==> config.mk <==
export PLATFORM = sky130hd
export DESIGN_NAME = unary_window_capture
export DESIGN_NICKNAME = d
export VERILOG_FILES = /design/src/rtl/unary_window_capture.sv
export SDC_FILE = /design/constraint.sdc
export NUM_CORES = 1
export LEC_CHECK = 0
export ABC_AREA = 1
export BUFFER_PORTS_ARGS = -buffer_cell sky130_fd_sc_hd__buf_4
export CAP_MARGIN = 20
export CORE_MARGIN = 1.5
export CORE_UTILIZATION = 63
export CTS_BUF_LIST = sky130_fd_sc_hd__clkbuf_4 sky130_fd_sc_hd__clkbuf_8
export DETAILED_ROUTE_END_ITERATION = 8
export GPL_TIMING_DRIVEN = 0
export PLACE_DENSITY = 0.86
export SLEW_MARGIN = 30
export SYNTH_ARGS = -nofsm -noshare
export SYNTH_HDL_FRONTEND = slang
export SYNTH_SLANG_ARGS = --single-unit
==> constraint.sdc <==
create_clock -name iClk -period 2.9 [get_ports iClk]
set_input_delay 0.58 -clock iClk [delete_from_list [all_inputs] [get_ports iClk]]
set_output_delay 0.58 -clock iClk [all_outputs]
set_load 0.05 [all_outputs]
==> src/rtl/unary_window_capture.sv <==
// ---------------------------------------------------------------------------
// unary_window_capture
//
// Purpose:
//   Counts the ones in a window of 2**BITWIDTH accepted bits of a unary
//   bitstream and hands the binary count downstream over a valid/ready
//   handshake. The output register is one deep: if a window finishes while
//   the previous count is still unaccepted, the result is parked internally
//   and the bitstream is stalled until the sink frees the slot.
//
// Ports:
//   iClk     in   1            clock, all state on posedge
//   iRst     in   1            synchronous reset, active-high
//   iStart   in   1            open a new window (honoured only in IDLE)
//   iBit     in   1            unary stream bit
//   iBitVld  in   1            iBit valid this cycle
//   oBitRdy  out  1            bit consumed when iBitVld & oBitRdy
//   oBusy    out  1            a window is open or a result is parked
//   oCnt     out  BITWIDTH+1   number of ones in the last window
//   oCntVld  out  1            oCnt valid, held until accepted
//   iCntRdy  in   1            sink takes oCnt when oCntVld & iCntRdy
//
// State table:
//   state | meaning
//   IDLE  | no window open; waits for iStart
//   ACC   | window open; consumes bits and counts ones
//   HOLD  | window done but output slot occupied; result parked in acc
// ---------------------------------------------------------------------------
`ifndef BITWIDTH
`define BITWIDTH 4
`endif

module unary_window_capture #(
    parameter int BITWIDTH = `BITWIDTH
) (
    input  logic                iClk,
    input  logic                iRst,
    input  logic                iStart,
    input  logic                iBit,
    input  logic                iBitVld,
    output logic                oBitRdy,
    output logic                oBusy,
    output logic [BITWIDTH:0]   oCnt,
    output logic                oCntVld,
    input  logic                iCntRdy
);

    typedef enum logic [1:0] {
        IDLE = 2'd0,
        ACC  = 2'd1,
        HOLD = 2'd2
    } state_t;

    localparam logic [BITWIDTH-1:0] CYC_LAST = {BITWIDTH{1'b1}};
    localparam logic [BITWIDTH-1:0] CYC_ONE  = BITWIDTH'(1);

    state_t                state;
    state_t                stateNext;
    logic [BITWIDTH:0]     acc;
    logic [BITWIDTH:0]     accNext;
    logic [BITWIDTH:0]     accSum;
    logic [BITWIDTH-1:0]   cyc;
    logic [BITWIDTH-1:0]   cycNext;
    logic [BITWIDTH:0]     cntNext;
    logic                  cntVldNext;
    logic                  slotFree;

    always_ff @(posedge iClk) begin
        if (iRst) begin
            state   <= IDLE;
            acc     <= '0;
            cyc     <= '0;
            oCnt    <= '0;
            oCntVld <= 1'b0;
        end else begin
            state   <= stateNext;
            acc     <= accNext;
            cyc     <= cycNext;
            oCnt    <= cntNext;
            oCntVld <= cntVldNext;
        end
    end

    // The slot counts as free in the same cycle the sink takes the old value,
    // which is what lets a sink holding iCntRdy high see no bubble.
    assign slotFree = !oCntVld || iCntRdy;
    assign accSum   = acc + (BITWIDTH+1)'(iBit);

    always_comb begin
        stateNext  = state;
        accNext    = acc;
        cycNext    = cyc;
        cntNext    = oCnt;
        cntVldNext = oCntVld;
        oBitRdy    = 1'b0;
        oBusy      = 1'b0;

        // Accept of the current value; a load below overrides this.
        if (oCntVld && iCntRdy) begin
            cntVldNext = 1'b0;
        end

        case (state)
            IDLE: begin
                if (iStart) begin
                    accNext   = '0;
                    cycNext   = '0;
                    stateNext = ACC;
                end
            end

            ACC: begin
                oBitRdy = 1'b1;
                oBusy   = 1'b1;
                if (iBitVld) begin
                    // cyc wraps to zero exactly on the terminal bit.
                    cycNext = cyc + CYC_ONE;
                    if (cyc == CYC_LAST) begin
                        if (slotFree) begin
                            cntNext    = accSum;
                            cntVldNext = 1'b1;
                            accNext    = '0;
                            stateNext  = IDLE;
                        end else begin
                            accNext   = accSum;
                            stateNext = HOLD;
                        end
                    end else begin
                        accNext = accSum;
                    end
                end
            end

            HOLD: begin
                oBusy = 1'b1;
                // In HOLD oCntVld is always set, so iCntRdy alone frees the slot.
                if (iCntRdy) begin
                    cntNext    = acc;
                    cntVldNext = 1'b1;
                    accNext    = '0;
                    stateNext  = IDLE;
                end
            end

            default: begin
                stateNext = IDLE;
            end
        endcase
    end

endmodule

==> impl_results.md, run 1 <==
* First DRT Iteration DRCs at 30
* Ports at 14
* CP max stage delay at 0.40 ns
* Wirelength per Cell at 12.2 um
* Final Hold Viols at 0
* Diodes inserted at 0
* CTS max path bufs at 2
* Setup ws final at 0.952 ns
* Cells after DPL at 191
* Worst-path fanout max at 4
* Nets at 193
* Outcome: finished, final reports clean
* Clock Tree Root: clkbuf_4
* First-pass GRT wire length at 4150 um
* Post-Route WL at 2390 um
* Power density cells at 996 nW/um^2
* Number of synthesized flops with an enable pin at 0
* Clock share of power at 0.126
* Synth Cell Area at 1050 um^2
* GP Congestion at 0.842
* Seq cells post-synth at 17
* Number of antenna-violating nets in the routed design at 0
* # port buffers at 12
* RSZ-0062 raised after global routing: false
* Static leakage at 0.580 nW
* Int Power at 0.564 mW
* Layout Cells excl Fill at 195
* Cts repair resizes at 0
* DP HPWL at 1800 um
* Synth top cells by count: 52 x nand2_1, 22 x inv_1, 20 x nor2_1
* Clock-pin slew on the worst setup and hold paths at 0.11 ns
* CTS tree: done
* Hold slack at 0.495 ns
* Fraction of post-synthesis cell area in the top cell type by area at 0.325
* Data arrival time of the critical path at 1.37 ns
* WS Path Type: flip-flop to output pin
* Largest net degree at the start of global routing at 10
* Maximum vdd drop at 923 uV
* Final Slew Violations at 0
* Die H at 43.7 um
* Number of placement rows at 14
* Total Power at 1.18 mW
* 1st-pass router iterations at 4
* Area delta synth->final at 13.4%
* Mean post-synth cell area at 6.42 um^2
* Worst skew pair latency at 0.31 ns
* Worst Path Buf+Inv at 2
* Max-slew headroom at 0.814
* Global Route Usage Sum at 0.292
* Post-CTS setup buffers at 0
* Setup Skew at 0.00392 ns
* Worst-margin pin slew at 0.279 ns
* Post-synthesis instance total at 163
* Grt ovf at 0
* Post-synth top area cell: dfxtp_1
* Vias after detailed routing at 1078
* Synth top area cells: dfxtp_1 33%, nand2_1 19%, ha_1 8.4%
* YS warnings at 0
* Post-Syn Nets at 176
* Synth cell types at 22
* Part of the power in combinational logic at 0.609
* Top FF cell, synth: dfxtp_1
* CTS hold repair buffers at 0
* Die width at 43.7 um
* Slowest cell on crit path: dfxtp_1
* Achievable Freq at 513 MHz
* Drt drc at 0
* Min cycle time layout at 1.95 ns
* Detailed-route vias per instance at 5.53
* Sum Neg Setup Slack at 0 ns
* Worst Path Required at 2.32 ns
* Share of layout cells above drive strength 1 at 0.145
* Inserted Clock Buffers at 3
* Seq/Total Area, Yosys at 0.325
* Initial antenna violation count at 0
* Reg power frac at 0.265
* CP delay by family, top: flip-flops
* H-tree Lvls at 1
* Min-delay worst type: flip-flop to flip-flop
* DP Worst Slack at 1.18 ns
* Critical Path Sink Type: output pin
* Net Sw Power at 0.617 mW
* Die Footprint at 1910 um^2
* Initial Utilization at 0.686
* Final worst path period share at 0.672
* FFs w/ async S/R, synth at 0
* Switching Share at 0.522
* Startpoint types: flip-flop
* Worst path cell trace: inv_1 -> ha_1 -> buf_4
* Most common cell in the netlist: nand2_1
* Vias in the first global route at 1003
* Fill cells at 113
* CTS Sinks at 17
* Max cap viols at 0
* Setup violators final at 0
* Core area at 1520 um^2
-- cell type report --
| cell class | count | area (um^2) | share of cell area |
|---|---|---|---|
| buffer | 3 | 21.3 | 0.0179 |
| clock buffer | 4 | 30.0 | 0.0253 |
| inverter | 24 | 90.1 | 0.0759 |
| multi-input combinational | 119 | 594 | 0.501 |
| sequential | 17 | 340 | 0.287 |
| tap | 16 | 20.0 | 0.0169 |
| timing repair buffer | 12 | 90.1 | 0.0759 |
-- state kept, by name (all words and copies together) (netlist names) --
signal and flops:
acc 5, cyc 4, oCnt 5, oCntVld 1
state 2
-- worst reg2reg max path, cell delays in order (launching register included) --
cell	delay (ns)
dfxtp_1	0.40
inv_1	0.09
ha_1	0.28
nand3_1	0.19
nand2_2	0.15
nor2_2	0.24
nand2_1	0.08
nand2_1	0.07
nor2_1	0.04
-- final timing paths --
check | from | end | slack, ns | depth (start not counted)
setup / recovery | state[0] | oBusy | 0.95 | 3
hold / removal | cyc[0] | cyc[0] | 0.49 | 1
setup reg to reg | state[1] | oCnt[0] | 1.26 | 8
hold reg to reg | cyc[0] | cyc[0] | 0.49 | 1
-- kinds of logic after synthesis --
kind of cell | share of synthesized area
DFF | 0.325
AOI/OAI and AO/OA | 0.0766
and+or+nand+nor | 0.389
adders and majority gates | 0.0837
buffers and inverters | 0.106
muxes | 0.0191
-- cells in the final DEF (no fill, tap or decap), drive strengths merged --
cell type,synthesis,layout
nand3,14,14
mux2i,2,2
nor2,22,22
ha,7,7
o21bai,1,1
clkbuf,0,4
buf,3,15
nand2,54,54
nand3b,1,1
nand4,3,3
dfxtp,17,17
o21ai,5,5
a21oi,8,8
inv,24,24
nor3,1,1
o21a,1,1
-- stage by stage --
| stage | instance area, um^2 | utilization |
|---|---|---|
| finish | 1190 | 0.778 |
| global route | 1190 | 0.778 |
| CTS | 1190 | 0.778 |
| detailed placement | 1160 | 0.759 |
| global placement | 1160 | 0.759 |
| floorplan | 1050 | - |
-- power groups by stage --
stage | Combinational, mW | Sequential [mW] | Clock, mW
4_1_cts | 0.715 | 0.312 | 0.146
5_1_grt | 0.796 | 0.317 | 0.153
2_1_floorplan | 0.487 | 0.378 | 0
6_report | 0.719 | 0.313 | 0.149
3_5_place_dp | 0.708 | 0.318 | 0
3_3_place_gp | 0.678 | 0.313 | 0
-- metal layers --
metal | global-route usage | wire length [um] | vias up
met2 | 0.494 | 1190 | 47
met4 | 0.133 | 50 | 0
met3 | 0.0500 | 169 | 7
met5 | 0 | 0 | -
met1 | 0.360 | 974 | 483
li1 | - | - | 541
(Power assumes the default switching activity.)
==> run 2, diff against run 1 <==
Settings changed: ABC_AREA 1 to 0, CORE_UTILIZATION 63 to 58, PLACE_DENSITY 0.86 to 0.81.
Clock period 2.9 ns to 2.05 ns, I/O delays scaled along.
==> run 2 against run 1 <==
The flow now finishes with violations (design-rule violations); synthesized cell count is 33% lower; clock power is 23% higher; clock skew is 0.0090 ns higher; routed wire length is 11% lower; worst hold slack worse by 0.18 ns; critical path depth is 4 higher; total power is 30% lower; synthesized area is 4.7% lower; via count is 18% lower; die area is 3.3% higher; largest cell class unchanged.
==> impl_results.md, run 2 <==
* Part of the power in combinational logic at 0.338
* Most frequent cells in the layout: 17 x dfxtp_1, 15 x buf_4, 10 x nor2_1, 10 x a21oi_1, 10 x nand3_1
* Vias in the first global route at 805
* Outcome: finished with violations
* Int Power at 0.527 mW
* Area delta synth->final at 14.6%
* Min-delay worst type: primary input to flip-flop
* Worst skew pair latency at 0.29 ns
* Hold slack at 0.318 ns
* Vias after detailed routing at 880
* CTS Sinks at 17
* Drt drc at 1
* Number of placement rows at 14
* Synth cell types at 33
* Adder-Cell Fraction of Synth Area at 0.0878
* Critical Path Sink Type: flip-flop
* Grt ovf at 0
* Data arrival time of the critical path at 2.09 ns
* Post-CTS setup buffers at 0
* Final Hold Viols at 0
* Synth top cells by count: 17 x dfxtp_1, 10 x a21oi_1, 10 x nand3_1, 10 x nor2_1, 7 x ha_1
* Post-Syn Nets at 123
* Post-synth top area cell: dfxtp_1
* Post-synthesis xor/xnor area fraction at 0.0527
* Wirelength per Cell at 14.8 um
* Die H at 44.5 um
* R2r setup slk at 0.19 ns
* Reg2reg end: acc[2]
* Mux cell area share after synthesis at 0.0201
* CTS tree: done
* Die width at 44.5 um
* Switching Share at 0.366
* Synth Cell Area at 997 um^2
* Detailed-route vias per instance at 6.15
* CTS max path bufs at 2
* Core area at 1560 um^2
* Mean post-synth cell area at 9.07 um^2
* Min cycle time layout at 1.86 ns
* Post-synthesis instance total at 110
* Cts repair resizes at 0
* First-pass GRT wire length at 3590 um
* Diodes inserted at 0
* Global Route Usage Sum at 0.243
* Seq/Total Area, Yosys at 0.341
* Total Power at 0.831 mW
* Placed Area at 1110 um^2
* Top FF cell, synth: dfxtp_1
* Initial antenna violation count at 0
* Final Slew Violations at 0
* Worst r2r path cells at 7
* Clock share of power at 0.221
* # port buffers at 13
* Simple-Gate Fraction of Synth Area at 0.255
* RSZ-0062 raised after global routing: false
* Net Sw Power at 0.304 mW
* Largest family of logic cells by synthesized area: simple AND/OR/NAND/NOR gates
* Synth top area cells: dfxtp_1 34%, ha_1 8.8%, xnor2_1 5.3%
* Clock-pin slew on the worst setup and hold paths at 0.12 ns
* Reg power frac at 0.441
* CTS hold repair buffers at 0
* Sum Neg Setup Slack at 0 ns
* Compound-Gate Fraction of Synth Area at 0.197
* WS Path Type: flip-flop to flip-flop
* Worst Path Required at 2.28 ns
* Worst r2r src: state[0]
* Nets at 141
* Worst-path fanout max at 7
* Clock Tree Root: clkbuf_4
* Ports at 14
* Die Footprint at 1980 um^2
* Final instance area at 1140 um^2
* Setup Skew at 0.0129 ns
* Maximum vdd drop at 557 uV
* FFs w/ async S/R, synth at 0
* Setup violators final at 0
* Power density cells at 728 nW/um^2
* H-tree Lvls at 1
* Share of layout cells above drive strength 1 at 0.236
* Most common cell in the netlist: dfxtp_1
* Largest registers: acc x5, oCnt x5, cyc x4
* GP Congestion at 0.889
* Static leakage at 0.427 nW
* Max-slew headroom at 0.649
* Achievable Freq at 538 MHz
* DP HPWL at 1610 um
* Violations in the final reports: design-rule violations
* Post-Route WL at 2120 um
* YS warnings at 0
* Inserted Clock Buffers at 3
* Startpoint types: flip-flop
* Largest net degree at the start of global routing at 11
* 1st-pass router iterations at 6
* Worst-margin pin slew at 0.522 ns
* Seq cells post-synth at 17
* Setup crit end: acc[2]
* Final worst path period share at 0.907
* Number of synthesized flops with an enable pin at 0
* First DRT Iteration DRCs at 33
* Crit. Startpoint: state[0]
* Initial Utilization at 0.640
* Commonest non-fill, non-tap cell in the layout: dfxtp_1
* Number of antenna-violating nets in the routed design at 0
* Fraction of post-synthesis cell area in the top cell type by area at 0.341
* Max cap viols at 0
==> run 2: cell type report <==
type                            instances  area, um^2
Multi-Input combinational cell         85         611
Fill cell                             128         417
Sequential cell                        17         340
Timing Repair Buffer                   13        97.6
Buffer                                  4        31.3
Clock buffer                            3        22.5
Tap cell                               16        20.0
Inverter                                4        15.0
Clock inverter                          1        5.00
==> run 2: power groups by stage <==
stage,clock [mW],combinational (mW),sequential [mW]
2_1_floorplan,0,0.165,0.419
3_3_place_gp,0,0.274,0.373
3_5_place_dp,0,0.279,0.374
4_1_cts,0.186,0.279,0.367
5_1_grt,0.199,0.301,0.371
6_report,0.184,0.281,0.367
==> run 2: per-stage QoR <==
step / cells / setup WS (ns) / util
3_5_place_dp: 139 / 0.218 / 0.715
3_3_place_gp: 139 / 0.264 / 0.715
2_1_floorplan: 110 / 0.198 / -
4_1_cts: 143 / 0.202 / 0.733
5_1_grt: 143 / 0.0382 / 0.733
6_report: 143 / 0.191 / 0.733
==> run 2: logic make-up (layout without fill, tap and decap cells) <==
kind of cell,after synthesis,count (layout)
compound gates,26,26
xor+xnor,6,6
fa+ha+maj,7,7
buf+inv,8,25
flops,17,17
mux,2,2
simple gates,44,44
==> run 2: worst max-delay path: stages, from the launching register on <==
cell,delay (ns)
dfxtp_1,0.40
inv_1,0.09
ha_1,0.21
buf_4,0.16
nor2b_4,0.15
nor4_2,0.46
nand4b_1,0.16
a31oi_1,0.17
==> run 2: worst min-delay path by stage <==
stage,slack [ns],depth (start not counted),startpoint,to
after floorplan,0.45,2,acc[0],acc[0]
after global placement,0.46,2,acc[0],acc[0]
after detailed placement,0.48,2,acc[1],acc[1]
after CTS,0.31,2,iRst,oCnt[3]
after global routing,0.31,2,iRst,oCnt[3]
final,0.32,2,iRst,oCnt[3]
==> run 2: per-layer routing <==
metal / track usage / part of all wire / wire [um]
met2: 0.406 / 0.46 / 977
met3: 0.0367 / 0.057 / 120
met1: 0.316 / 0.47 / 994
met5: 0 / 0 / 0
met4: 0.0848 / 0.014 / 30
==> run 3, diff against run 2 <==
Settings changed: BUFFER_PORTS_ARGS -buffer_cell sky130_fd_sc_hd__buf_4 to unset, CORE_UTILIZATION 58 to 64, DONT_BUFFER_PORTS set to 1, PLACE_DENSITY 0.81 to 0.8.
==> run 3 against run 2 <==
The run now ends clean; fmax decreased by 0.58%; clock power increased by 5%; sequential power increased by 13%; first-iteration DRC count decreased by 24%; clock skew decreased by 0.011 ns; die area decreased by 8.8%; total power decreased by 1.9%; utilization decreased by 1.2 points; count of clock-buffer cells in the layout increased by 1; routed wire length decreased by 9.1%; combinational power decreased by 27%; critical path type unchanged; largest power group unchanged.
==> impl_results.md, run 3 (synthesis gave the netlist of run 2 again) <==
* Outcome: finished, final reports clean
* Clock-pin slew on the worst setup and hold paths at 0.10 ns
* Final worst path period share at 0.912
* Setup violators final at 0
* Core area at 1490 um^2
* Post-Route WL at 1930 um
* Number of placement rows at 14
* Wirelength per Cell at 14.8 um
* Die Footprint at 1800 um^2
* Slowest cell on crit path: ha_2
* Worst-margin pin slew at 0.517 ns
* Initial Utilization at 0.670
* Clock Tree Root: clkbuf_4
* DP HPWL at 1450 um
* Final Slew Violations at 0
* Worst-path fanout max at 10
* Initial antenna violation count at 0
* RSZ-0062 raised after global routing: false
* Static leakage at 0.366 nW
* Grt ovf at 0
* CTS hold repair buffers at 0
* Nets at 128
* First-pass GRT wire length at 3250 um
* Min cycle time layout at 1.87 ns
* Drt drc at 0
* Most frequent cells in the layout: 15 x dfxtp_1, 10 x nor2_1, 10 x a21oi_1, 10 x nand3_1
* Met3 wire length at 87 um
* Inserted Clock Buffers at 3
* H-tree Lvls at 1
* Worst Path Required at 2.24 ns
* Number of antenna-violating nets in the routed design at 0
* Vias after detailed routing at 816
* Min-delay worst type: primary input to flip-flop
* # port buffers at 0
* Ports at 14
* Die H at 42.5 um
* Maximum vdd drop at 493 uV
* Max-slew headroom at 0.655
* Die width at 42.5 um
* Data arrival time of the critical path at 2.06 ns
* Sum Neg Setup Slack at 0 ns
* CTS Sinks at 17
* Largest net degree at the start of global routing at 11
* Final Hold Viols at 0
* Global Route Usage Sum at 0.238
* Commonest non-fill, non-tap cell in the layout: dfxtp_1
* Critical Path Sink Type: flip-flop
* 1st-pass router iterations at 7
* CTS max path bufs at 2
* DR top layer: met4
* Diodes inserted at 0
* Worst path cell trace: inv_1 -> ha_2 -> buf_4 -> nor2_1 -> nor4_1 -> xnor2_1 -> nor2_1
* Share of layout cells above drive strength 1 at 0.184
* Metal1 wirelength at 945 um
* Largest registers: acc x5, oCnt x5, cyc x4
* Setup Skew at 0.00164 ns
* GP Congestion at 0.804
* Startpoint types: flip-flop
* Power density cells at 759 nW/um^2
* First DRT Iteration DRCs at 25
* Max cap viols at 0
* Detailed route wirelength on metal2 at 881 um
* CTS tree: done
* Worst Path Buf+Inv at 2
* Hold slack at 0.178 ns
* Worst skew pair latency at 0.29 ns
* WS Path Type: flip-flop to flip-flop
* CP max stage delay at 0.38 ns
* Vias in the first global route at 718
* Area delta synth->final at 7.65%
* Detailed-route vias per instance at 6.28
* Post-CTS setup buffers at 0
* Most frequent CP cell: nor2_1
* CP delay by family, top: simple AND/OR/NAND/NOR gates
* Achievable Freq at 535 MHz
-- run 3: through the flow --
step                      area, um^2  setup slack [ns]  instances  utilization  total power [mW]
after floorplan                  997             0.198        110            -             0.584
after global placement          1020            0.0737        126        0.683             0.609
after detailed placement        1020           -0.0108        126        0.683             0.616
after CTS                       1060             0.137        130        0.713             0.811
after global routing            1070            0.0272        130        0.721             0.858
final                           1070             0.180        130        0.721             0.815
-- run 3: timing repair --
action,in CTS,in global routing
hold endpoints to repair,0,0
gates resized for setup,3,3
endpoints found under the setup margin,4,2
-- run 3: path summary, 6_finish.rpt --
path	to	depth (start not counted)	from	slack [ns]
worst max-delay path	cyc[3]	7	state[1]	0.18
worst min-delay path	oCnt[3]	1	iRst	0.18
worst max register to register	cyc[3]	7	state[1]	0.18
worst min register to register	acc[0]	2	acc[0]	0.48
-- run 3: report_power, final --
group | internal, mW | switching [mW]
clock | 0.0888 | 0.105
combinational | 0.0854 | 0.121
sequential | 0.352 | 0.0633
total | 0.526 | 0.289
-- run 3: layer usage --
| metal | vias to the layer above | track usage |
|---|---|---|
| met3 | 2 | 0.0647 |
| met1 | 383 | 0.330 |
| met4 | 0 | 0.0750 |
| met5 | - | 0 |
| li1 | 412 | - |
| met2 | 19 | 0.357 |
-- run 3: area by class of cell --
class                   count  area, um^2
well taps                  16        20.0
fillers                   109         415
flip-flops and latches     17         343
multi-input cells          85         634
plain buffers               4        31.3
clock buffers               4        30.0
inverters                   4        15.0
